<file path="src/rtl/laplace_frame_ctrl.sv">
// Laplacian frame controller: raster-scans a frame, fetches the
// 4-neighbour cross per interior pixel and writes the clamped result.
module laplace_frame_ctrl #(
  parameter int IMG_W  = 64,
  parameter int IMG_H  = 64,
  parameter int ADDR_W = 12
) (
  input  logic              clk,
  input  logic              rst,
  input  logic              start,
  output logic              busy,
  output logic              done,
  output logic              rd_en,
  output logic [ADDR_W-1:0] rd_addr,
  input  logic [7:0]        rd_data,
  output logic              wr_en,
  output logic [ADDR_W-1:0] wr_addr,
  output logic [7:0]        wr_data
);

  typedef enum logic [2:0] {
    IDLE,
    FETCH,
    WAIT,
    WRITE,
    FIN
  } state_t;

  localparam logic [8:0] XMAX = 9'(IMG_W - 1);
  localparam logic [8:0] YMAX = 9'(IMG_H - 1);
  localparam logic [ADDR_W-1:0] ROW = ADDR_W'(IMG_W);
  localparam logic [ADDR_W-1:0] ONE = ADDR_W'(1);

  state_t state, state_nx;

  logic [8:0]        x, y;
  logic [8:0]        nx, ny;
  logic [ADDR_W-1:0] addr;
  logic [2:0]        phase;
  logic [7:0]        b, d, e, f, h;

  logic              x_last, y_last;
  logic              border, nb;
  logic signed [11:0] lap;
  logic [7:0]        lap_sat;

  // Position bookkeeping for the current and the following pixel
  always_comb begin
    x_last = (x == XMAX);
    y_last = (y == YMAX);
    border = (x == 9'd0) || x_last || (y == 9'd0) || y_last;
    nx     = x_last ? 9'd0 : x + 9'd1;
    ny     = x_last ? y + 9'd1 : y;
    nb     = (nx == 9'd0) || (nx == XMAX) ||
             (ny == 9'd0) || (ny == YMAX);
  end

  // Laplacian of the captured cross, saturated to one byte
  always_comb begin
    lap = $signed({4'b0, b}) + $signed({4'b0, d})
        + $signed({4'b0, f}) + $signed({4'b0, h})
        - $signed({2'b0, e, 2'b0});
    if (lap < 12'sd0)
      lap_sat = 8'd0;
    else if (lap > 12'sd255)
      lap_sat = 8'd255;
    else
      lap_sat = lap[7:0];
  end

  // State register, scan counters and the neighbour holding registers
  always_ff @(posedge clk) begin
    if (rst) begin
      state <= IDLE;
      x     <= '0;
      y     <= '0;
      addr  <= '0;
      phase <= '0;
      b     <= '0;
      d     <= '0;
      e     <= '0;
      f     <= '0;
      h     <= '0;
    end else begin
      state <= state_nx;
      case (state)
        IDLE: begin
          if (start) begin
            x     <= '0;
            y     <= '0;
            addr  <= '0;
            phase <= '0;
          end
        end
        FETCH: begin
          phase <= phase + 3'd1;
          case (phase)
            3'd1:    b <= rd_data;
            3'd2:    d <= rd_data;
            3'd3:    e <= rd_data;
            3'd4:    f <= rd_data;
            default: ;
          endcase
        end
        WAIT: begin
          h     <= rd_data;
          phase <= '0;
        end
        WRITE: begin
          x     <= nx;
          y     <= ny;
          addr  <= addr + ONE;
          phase <= '0;
        end
        default: ;
      endcase
    end
  end

  // Next-state selection and memory-port outputs
  always_comb begin
    state_nx = state;
    busy     = 1'b0;
    done     = 1'b0;
    rd_en    = 1'b0;
    rd_addr  = '0;
    wr_en    = 1'b0;
    wr_addr  = '0;
    wr_data  = '0;
    case (state)
      IDLE: begin
        // (0,0) is always a border pixel, so a frame opens with a write
        if (start)
          state_nx = WRITE;
      end
      FETCH: begin
        busy  = 1'b1;
        rd_en = 1'b1;
        case (phase)
          3'd0:    rd_addr = addr - ROW;
          3'd1:    rd_addr = addr - ONE;
          3'd3:    rd_addr = addr + ONE;
          3'd4:    rd_addr = addr + ROW;
          default: rd_addr = addr;
        endcase
        if (phase == 3'd4)
          state_nx = WAIT;
      end
      WAIT: begin
        busy     = 1'b1;
        state_nx = WRITE;
      end
      WRITE: begin
        busy    = 1'b1;
        wr_en   = 1'b1;
        wr_addr = addr;
        wr_data = border ? 8'd0 : lap_sat;
        if (x_last && y_last)
          state_nx = FIN;
        else if (nb)
          state_nx = WRITE;
        else
          state_nx = FETCH;
      end
      FIN: begin
        done     = 1'b1;
        state_nx = IDLE;
      end
      default: state_nx = IDLE;
    endcase
  end

endmodule

</file>
<file path="config.mk">
export PLATFORM = sky130hd
export DESIGN_NAME = laplace_frame_ctrl
export DESIGN_NICKNAME = d
export VERILOG_FILES = /design/src/rtl/laplace_frame_ctrl.sv
export SDC_FILE = /design/constraint.sdc
export NUM_CORES = 1
export LEC_CHECK = 0
export CORE_ASPECT_RATIO = 1.1
export CORE_MARGIN = 4
export CORE_UTILIZATION = 40
export CTS_CLUSTER_SIZE = 10
export DETAILED_ROUTE_END_ITERATION = 10
export GPL_TIMING_DRIVEN = 1
export PLACE_DENSITY = 0.69
export RECOVER_POWER = 25
export SYNTH_ARGS = -nofsm -noshare
export SYNTH_HDL_FRONTEND = slang
export SYNTH_SLANG_ARGS = --single-unit
</file>
<file path="constraint.sdc">
create_clock -name clk -period 10.2 [get_ports clk]
set_input_delay 2.55 -clock clk [delete_from_list [all_inputs] [get_ports clk]]
set_output_delay 2.55 -clock clk [all_outputs]
set_load 0.005 [all_outputs]
</file>
==> results of run 1 <==
routing by layer:
metal	global-route usage, %	part of all wire [%]	vias to the layer above
met2	30.8	50	113
met5	0	0	-
met4	4.42	0.97	0
li1	-	-	2608
met1	23.5	45	2435
met3	3.01	3.7	10
area by class of cell:
cell class / instances / share of cell area (%)
multi-input cells: 564 / 57.2
flip-flops and latches: 76 / 23.5
repair buffers: 49 / 7.32
clock buffers: 13 / 3.86
inverters: 66 / 3.82
well taps: 188 / 3.63
clock inverters: 3 / 0.714
synth_stat cells, types with 15 or more instances:
cell type / instances
nor2_1: 98
nand2_1: 83
a21oi_1: 77
dfxtp_1: 76
inv_1: 65
o21ai_0: 33
clkbuf_1: 32
ha_1: 32
fa_1: 23
nor3_1: 20
nand3_1: 18
a22oi_1: 17
and2_1: 15
layout by cell type (no fill, tap or decap), types with 5 or more instances in the layout:
| cell | Yosys | layout |
|---|---|---|
| ha_1 | 32 | 32 |
| and2_1 | 15 | 15 |
| fa_1 | 23 | 23 |
| a21o_1 | 5 | 5 |
| dfxtp_1 | 76 | 76 |
| clkbuf_16 | 0 | 9 |
| nor2_1 | 98 | 98 |
| a21oi_1 | 77 | 77 |
| nand2_1 | 83 | 83 |
| xor2_1 | 6 | 6 |
| and3_1 | 9 | 9 |
| mux2i_1 | 11 | 11 |
| o22ai_1 | 7 | 7 |
| o21ai_0 | 33 | 33 |
| nor3_1 | 20 | 20 |
| inv_1 | 65 | 65 |
| a211oi_1 | 5 | 5 |
| o21a_1 | 12 | 12 |
| nor4_1 | 7 | 7 |
| clkdlybuf4s50_1 | 0 | 45 |
| a22oi_1 | 17 | 17 |
| nand3_1 | 18 | 18 |
| xnor2_1 | 14 | 14 |
logic make-up after synthesis:
| logic type | Yosys count |
|---|---|
| adder cells (fa/ha/maj) | 55 |
| buffers and inverters | 110 |
| multiplexers | 12 |
| AO/OA/AOI/OAI | 191 |
| AND/OR/NAND/NOR | 286 |
| flip-flops | 76 |
| XOR/XNOR | 20 |
registers in the layout, indices dropped and copies added (netlist names):
register  cells
addr         12
b             8
d             8
e             8
f             8
h             8
phase         3
state         3
x             9
y             9
power by group through the flow:
stage / registers (mW) / logic [mW] / clock network (mW)
final: 0.309 / 0.198 / 0.318
after global routing: 0.310 / 0.226 / 0.338
after CTS: 0.309 / 0.200 / 0.326
after detailed placement: 0.316 / 0.199 / 0
after global placement: 0.316 / 0.198 / 0
after floorplan: 0.313 / 0.144 / 0
stage by stage:
stage / hold slack (ps) / instances / setup slack (ps) / utilization, % / cell area [um2]
6_report: 457 / 959 / 3030 / 46.6 / 6480
4_1_cts: 455 / 959 / 2990 / 46.6 / 6480
2_1_floorplan: 436 / 750 / 4120 / - / 5700
5_1_grt: 483 / 959 / 2710 / 46.6 / 6480
3_3_place_gp: 444 / 943 / 3410 / 44.5 / 6190
3_5_place_dp: 447 / 943 / 3360 / 44.5 / 6190
worst paths after layout:
kind | start | end | slack [ps]
hold reg to reg | e[4]$_SDFFE_PP0P_ | e[4]$_SDFFE_PP0P_ | 460
hold / removal | e[4]$_SDFFE_PP0P_ | e[4]$_SDFFE_PP0P_ | 460
setup reg to reg | state[2]$_SDFFE_PP0P_ | y[5]$_SDFFE_PP0P_ | 7230
setup / recovery | e[1]$_SDFFE_PP0P_ | wr_data[4] | 3030
worst register-to-register path: cells and delay by family (launching register included):
family	cells	cell delay [ps]
flops	1	510
compound gates	2	590
simple gates	2	730
buf+inv	1	900
==> metrics.md, run 1 <==
| Metric | Value |
|---|---|
| Post_cts resized | `0` |
| Sw Share | `29.3%` |
| Cell count after synthesis | `750` |
| Crit path cell chain | `inv_1, fa_1, fa_1, inv_1, fa_1, inv_1, ha_1, nor2b_1, o31a_1, o21bai_1, a21oi_1, o22ai_1, o21a_1, clkdlybuf4s50_1` |
| CP endpoint kind | `output port` |
| Max_cap viols | `1` |
| Synth Area in Adders | `15.1%` |
| P_leak | `2.55 nW` |
| Reg2Reg Depth | `5` |
| CP Launch Type | `flip-flop` |
| Largest cells by area after synthesis | `dfxtp_1 27%, fa_1 8.1%, ha_1 7.0%` |
| H-tree Lvls | `3` |
| Initial antenna violation count | `0` |
| Async set-reset flop share out of synthesis | `0%` |
| Die area | `16200 um2` |
| Yosys top cell area share | `26.7%` |
| First-pass GRT wire length | `24000 um` |
| Starting Density | `41.0%` |
| Setup Skew | `8.62 ps` |
| Number of distinct library cells after synthesis | `70` |
| Worst skew pair latency | `340 ps` |
| Share of layout cells above drive strength 1 | `4.28%` |
| Tmin final | `7170 ps` |
| Multi-input logic area | `3700 um2` |
| Simple-Gate Fraction of Synth Area | `23.8%` |
| Status | `complete, but fails checks` |
| CTS tree | `done` |
| Post-CTS Setup Bufs | `0` |
| Number of global-route vias before repair | `4981` |
| Endpoints failing hold | `0` |
| Clock share of power | `38.5%` |
| I/O pin cnt | `47` |
| Worst path required time | `7650 ps` |
| Setup TNS | `0 ps` |
| Routed wire per std cell | `14.5 um` |
| Buf/Inv on CP | `4` |
| Largest net degree at the start of global routing | `77` |
| Clk slew on worst S/H paths | `60 ps` |
| Worst-margin pin slew | `3390 ps` |
| Floorplan row count | `45` |
| EDFF count, synth | `0` |
| GP Congestion | `0.894` |
| Slew Limit Fails | `77` |
| Clk sinks | `76` |
| Number of fill cells | `1455` |
| GRT Total Usage | `18.0%` |
| Nets | `832` |
| Part of the power in combinational logic | `24.0%` |
| Mux cell area share after synthesis | `2.13%` |
| Register area share after synthesis | `26.7%` |
| Layout area overhead | `13.7%` |
| Failing checks | `capacitance limit, slew limit` |
| Largest family of logic cells by synthesized area | `simple AND/OR/NAND/NOR gates` |
| Post-synth net total | `816` |
| RSZ-0062 raised after global routing | `false` |
| CTS root buf | `clkbuf_16` |
| Chip Width | `122 um` |
| Total CTS buffers | `9` |
| Ys flop type | `dfxtp_1` |
| Gr ovfl total | `0` |
| Sequential Area | `1520 um2` |
| Internal | `583 uW` |
| Reg power frac | `37.5%` |
| Top Family by Delay on Critical Path | `adder cells` |
| Cell area after synthesis | `5700 um2` |
| Routed Antenna Nets | `0` |
| Yosys top cell by area | `dfxtp_1` |
| Total Power | `824 uW` |
| Iteration-0 DRC Markers | `425` |
| Hold depth | `2` |
| Worst Setup Path Type | `reg2out` |
| Post-DP HPWL | `9650 um` |
| Final WL | `13900 um` |
| Levels on crit path | `14` |
| Placeable Area | `13900 um2` |
| IO Port Bufs | `46` |
| CP max FO | `8` |
| DR DRC count | `0` |
| Worst min path class | `reg2reg` |
| Vias per cell | `5.39` |
| Compound-Gate Fraction of Synth Area | `20.9%` |
| Crit path largest cell delay | `540 ps` |
| CTS Hold Bufs | `0` |
| Arrival @ worst endpoint | `4620 ps` |
| Die Ht | `133 um` |
| Yosys reg bits | `76` |
| Slowest stage cell, crit path | `o22ai_1` |
| Via count | `5166` |
| Post-Synth XOR/XNOR Area | `3.07%` |
| Total number of yosys warnings | `0` |
| Maximum vdd drop | `74.1 uV` |
| PD cells | `127 nW/um2` |
| Max Fclk | `0.139 GHz` |
| Average size of a mapped cell | `7.60 um2` |
| Crit share post-route | `70.3%` |
| Max_slew headroom | `-126%` |
| Clock tree buffer depth | `2` |
| Final setup vio count | `0` |
| DR pass1 iterations | `5` |
| Switching pwr | `241 uW` |
| N_diodes | `0` |
Power figures use the tool's default switching activity.
==> run 2: changes to the inputs <==
PLACE_DENSITY = 0.71   (was 0.69)
clock period = 6.34 ns   (was 10.2 ns; I/O delays follow)
==> metrics.md, run 2 (synthesis results as in run 1) <==
| Metric | Value |
|---|---|
| CP endpoint kind | `output port` |
| Largest net degree at the start of global routing | `42 (-45%)` |
| Placed Cells | `943 (unchanged)` |
| Nets | `832 (unchanged)` |
| Failing checks | `capacitance limit, slew limit` |
| Worst skew pair latency | `340 ps (about the same)` |
| Number of global-route vias before repair | `5070 (+1.8%)` |
| Status | `complete, but fails checks` |
| Crit share post-route | `95.8%` |
| Die area | `16200 um2 (unchanged)` |
| Placeable Area | `13900 um2 (unchanged)` |
| IO Port Bufs | `46 (unchanged)` |
| Endpoints failing hold | `0 (unchanged)` |
| CTS Hold Bufs | `0 (unchanged)` |
| DR DRC count | `0 (unchanged)` |
| Max Fclk | `0.165 GHz` |
| Maximum vdd drop | `195 uV (+160%)` |
| R2R Setup Slk | `3640 ps (-3590 ps)` |
| Initial antenna violation count | `0 (unchanged)` |
| Floorplan row count | `45 (unchanged)` |
| Layout Cell Area excl Fill | `6550 um2 (+1.0%)` |
| Setup Skew | `7.42 ps (-1.19 ps)` |
| Hold_sp | `e[7]$_SDFFE_PP0P_` |
| Worst-margin pin slew | `1870 ps (-1520 ps)` |
| Layout area overhead | `14.9%` |
| I/O pin cnt | `47 (unchanged)` |
| Die Ht | `133 um (unchanged)` |
| Worst Setup Path Type | `reg2out` |
| DRT met1 WL | `6290 um (about the same)` |
| Post-CTS Setup Bufs | `0 (unchanged)` |
| Clk sinks | `76 (unchanged)` |
| Most frequent cells in the layout | `98 x nor2_1, 83 x nand2_1, 77 x a21oi_1` |
| N_diodes | `0 (unchanged)` |
| Hold worst-path end | `e[7]$_SDFFE_PP0P_` |
| Final std cells w/o fill | `959 (unchanged)` |
| Final setup vio count | `0 (unchanged)` |
| GP Congestion | `0.857 (-4.1%)` |
| Via count | `5206 (+0.77%)` |
| CP max FO | `8 (unchanged)` |
| Iteration-0 DRC Markers | `416 (-2.1%)` |
| Largest register by flop count | `addr` |
| Reg2Reg Depth | `6 (+1)` |
| Arrival @ worst endpoint | `4490 ps (-130 ps)` |
| Most common cell after layout, fill and taps aside | `nor2_1` |
| H-tree Lvls | `3 (unchanged)` |
| Smallest setup slack after layout | `266 ps (-2770 ps)` |
| Share of layout cells above drive strength 1 | `4.93% (+0.65 points)` |
| Chip Width | `122 um (unchanged)` |
| Routed wire per std cell | `14.7 um (+1.4%)` |
| Hold_ws | `453 ps (-4.56 ps)` |
| Max_cap viols | `2 (+1)` |
| Worst min path class | `reg2reg` |
| Clk slew on worst S/H paths | `60 ps (about the same)` |
| Starting Density | `41.0% (unchanged)` |
| Met2 WL | `6990 um (about the same)` |
| Post_cts resized | `0 (unchanged)` |
| Total CTS buffers | `9 (unchanged)` |
| Clock tree buffer depth | `2 (unchanged)` |
| First-pass GRT wire length | `24300 um (+1.2%)` |
| P_leak | `2.56 nW (+0.56%)` |
| Top sig layer | `met4` |
| Hold depth | `2 (unchanged)` |
| Post-DP HPWL | `9870 um (+2.2%)` |
| Worst path required time | `4760 ps (-2890 ps)` |
| Origin of the worst setup path | `e[0]$_SDFFE_PP0P_` |
| Largest register FFs | `12 (unchanged)` |
| Placed cell area | `6190 um2 (unchanged)` |
| Vias per cell | `5.43 (+0.77%)` |
| CTS tree | `done` |
| Slew Limit Fails | `79 (+2.6%)` |
| Routed Antenna Nets | `0 (unchanged)` |
| Top flop regs | `addr x12, x x9, y x9` |
| GRT Total Usage | `18.1% (+0.17 points)` |
| Tmin final | `6070 ps` |
| Gr ovfl total | `0 (unchanged)` |
| CP Launch Type | `flip-flop` |
| Reg-to-Reg End | `y[5]$_SDFFE_PP0P_` |
| CTS root buf | `clkbuf_16` |
| Max_slew headroom | `-24.8% (+100 points)` |
| DR pass1 iterations | `5 (unchanged)` |
| PD cells | `218 nW/um2 (+71%)` |
| DR WL met3 | `596 um (+15%)` |
| Final WL | `14100 um (+1.4%)` |
| Utilization after layout | `47.1% (+0.49 points)` |
| Dpl ws | `443 ps (-2920 ps)` |
| R2R Path Start | `state[2]$_SDFFE_PP0P_` |
==> run 2: how the worst max path moves through the flow <==
stage	end	slack [ps]	depth (start not counted)
2_1_floorplan	wr_data[3]	1230	13
3_3_place_gp	wr_data[7]	500	14
3_5_place_dp	wr_data[3]	440	14
4_1_cts	wr_data[3]	60	14
5_1_grt	wr_data[1]	-7	14
6_report	wr_data[3]	270	14
==> run 2: per-layer routing <==
metal,global-route usage (%),up-vias
met2,31.1,116
met3,3.40,23
met1,23.2,2464
met5,0,-
met4,5.11,0
li1,-,2603
==> run 2: metrics by stage <==
step                total power [mW]  setup TNS, ps
detailed placement             0.827              0
floorplan                      0.735              0
finish                          1.43              0
CTS                             1.43              0
global route                    1.50          -7.88
global placement               0.825              0
==> run 2: cell type report <==
type	count	area [um2]
Multi-Input combinational cell	564	3720
Clock inverter	7	120
Inverter	66	248
Fill cell	1383	7360
Sequential cell	76	1520
Clock buffer	9	225
Tap cell	188	235
Timing Repair Buffer	49	473
==> run 2: critical path: stages (launching register included) <==
cell             delay [ps]
dfxtp_1                 320
inv_1                    50
fa_1                    460
fa_1                    510
inv_1                    50
fa_1                    580
inv_1                    60
ha_1                    300
a211oi_1                250
o21bai_1                130
or2_2                   300
a311oi_2                320
o22ai_4                 170
o21a_1                  200
clkdlybuf4s50_1         440
==> run 2: power by group <==
| group | internal [mW] | total (mW) | switching (mW) |
|---|---|---|---|
| registers | 0.487 | 0.497 | 0.0101 |
| logic | 0.138 | 0.330 | 0.192 |
| clock network | 0.387 | 0.601 | 0.214 |
==> run 3: changes to the inputs <==
DONT_BUFFER_PORTS = 1   (was unset)
PLACE_DENSITY = 0.66   (was 0.71)
==> metrics.md, run 3 (synthesis results as in run 1) <==
| Metric | Value |
|---|---|
| Endpoints failing hold | `0 (unchanged)` |
| Routed wire per std cell | `15.3 um (+4.0%)` |
| Final WL | `14000 um (-1.2%)` |
| Floorplan row count | `45 (unchanged)` |
| Hold worst-path end | `e[0]$_SDFFE_PP0P_` |
| Reg2Reg Depth | `6 (unchanged)` |
| Max_cap viols | `2 (unchanged)` |
| Most frequent cells in the layout | `98 x nor2_1, 83 x nand2_1, 77 x a21oi_1` |
| Status | `complete, but fails checks` |
| P_leak | `2.37 nW (-7.6%)` |
| Failing checks | `capacitance limit, slew limit` |
| Crit share post-route | `91.2% (-4.6 points)` |
| Arrival @ worst endpoint | `4190 ps (-300 ps)` |
| IO Port Bufs | `0 (-100%)` |
| Utilization after layout | `43.1% (-4.0 points)` |
| Post-DP HPWL | `9710 um (-1.6%)` |
| Crit path cell chain | `inv_1, fa_1, fa_1, inv_1, fa_1, inv_1, ha_1, nor2b_1, o31a_1, o21bai_1, a21oi_1, o22ai_1, o21a_1` |
| CP Launch Type | `flip-flop` |
| RSZ-0062 raised after global routing | `false` |
| Placed cell area | `5720 um2 (-7.5%)` |
| CTS Hold Bufs | `0 (unchanged)` |
| Hold depth | `2 (unchanged)` |
| Final setup vio count | `0 (unchanged)` |
| Worst path required time | `4760 ps (about the same)` |
| Buf/Inv on CP | `3 (-1)` |
| CP max FO | `8 (unchanged)` |
| Nets | `785 (-5.6%)` |
| CTS root buf | `clkbuf_16` |
| Die area | `16200 um2 (unchanged)` |
| Largest register by flop count | `addr` |
| Total Power | `1.26 mW (-12%)` |
| Max_slew headroom | `-47.8% (-23 points)` |
| Worst skew pair latency | `340 ps (about the same)` |
| Setup TNS | `0 ps (unchanged)` |
| R2R Setup Slk | `2620 ps (-1020 ps)` |
| Iteration-0 DRC Markers | `340 (-18%)` |
| GP Congestion | `0.840 (-2.1%)` |
| Worst min path class | `reg2reg` |
| GRT Total Usage | `17.5% (-0.63 points)` |
| Maximum vdd drop | `112 uV (-42%)` |
| N_diodes | `0 (unchanged)` |
| H-tree Lvls | `3 (unchanged)` |
| Origin of the worst setup path | `e[1]$_SDFFE_PP0P_` |
| Worst Setup Path Type | `reg2out` |
| Hold_sp | `e[0]$_SDFFE_PP0P_` |
| Share of layout cells above drive strength 1 | `4.29% (-0.64 points)` |
| Setup Skew | `5.81 ps (-1.61 ps)` |
| Layout area overhead | `5.14%` |
| I/O pin cnt | `47 (unchanged)` |
| Crit path largest cell delay | `530 ps (-50 ps)` |
| Chip Width | `122 um (unchanged)` |
| First-pass GRT wire length | `23300 um (-3.9%)` |
| CTS tree | `done` |
| Slew Limit Fails | `56 (-29%)` |
| Reg-to-Reg End | `y[5]$_SDFFE_PP0P_` |
| PD cells | `210 nW/um2 (-3.8%)` |
| Slowest stage cell, crit path | `o22ai_1` |
| DR DRC count | `0 (unchanged)` |
| Post-CTS Setup Bufs | `0 (unchanged)` |
| Top Family by Delay on Critical Path | `adder cells` |
| Layout Cell Area excl Fill | `5990 um2 (-8.5%)` |
| Routed Antenna Nets | `0 (unchanged)` |
| Hold_ws | `449 ps (-4.05 ps)` |
| Clk sinks | `76 (unchanged)` |
| Starting Density | `41.0% (unchanged)` |
| DR pass1 iterations | `5 (unchanged)` |
| Post_cts resized | `0 (unchanged)` |
| Initial antenna violation count | `0 (unchanged)` |
| Die Ht | `133 um (unchanged)` |
| Via count | `5017 (-3.6%)` |
| Vias per cell | `5.51 (+1.4%)` |
| Gr ovfl total | `0 (unchanged)` |
| Clk slew on worst S/H paths | `60 ps (about the same)` |
| CP endpoint kind | `output port` |
| Total CTS buffers | `9 (unchanged)` |
| Largest register FFs | `12 (unchanged)` |
| R2R Path Start | `state[2]$_SDFFE_PP0P_` |
| Top flop regs | `addr x12, x x9, y x9` |
| Largest net degree at the start of global routing | `77 (+83%)` |
| Most common cell after layout, fill and taps aside | `nor2_1` |
| Max Fclk | `0.173 GHz (+5.1%)` |
| Number of global-route vias before repair | `4675 (-7.8%)` |
| Tmin final | `5780 ps (-295 ps)` |
| Worst-margin pin slew | `2220 ps (+345 ps)` |
| Placeable Area | `13900 um2 (unchanged)` |
| Clock tree buffer depth | `2 (unchanged)` |
## run 3: routing by layer
metal  track usage, %  vias to the layer above  wire length, um
li1                 -                     2515                -
met1             22.4                     2360             6190
met2             29.9                      126             6870
met3             4.03                       16              741
met4             3.99                        0              149
met5                0                        -                0
## run 3: layout make-up
class,count,area [um2]
Inverter,66,248
Timing Repair Buffer,2,11.3
Multi-Input combinational cell,564,3700
Clock inverter,6,51.3
Fill cell,1421,7920
Clock buffer,9,225
Tap cell,188,235
Sequential cell,76,1520
## run 3: report_power, final
part           total (mW)  switching, mW  internal (mW)
combinational       0.280          0.169          0.111
sequential          0.497        0.00992          0.487
clock               0.480          0.214          0.267
total                1.26          0.392          0.865
## run 3: how the worst max path moves through the flow
stage	to	slack, ps	cells after the start
6_report	wr_data[4]	560	13
3_3_place_gp	wr_data[7]	950	13
2_1_floorplan	wr_data[3]	1230	13
5_1_grt	wr_data[4]	320	13
4_1_cts	wr_data[4]	510	13
3_5_place_dp	wr_data[4]	890	13
## run 3: worst register-to-register path, stage by stage, from the launching register on
cell and delay, ps:
dfxtp_1 520, or2_0 1660, clkinv_1 240, clkbuf_1 620, a21o_2 390, a21oi_1 130
nor2_1 50
## run 3: per-stage QoR
stage / worst slack (ps) / instances
2_1_floorplan: 1230 / 750
3_3_place_gp: 953 / 896
3_5_place_dp: 894 / 896
4_1_cts: 508 / 911
5_1_grt: 323 / 911
6_report: 560 / 911
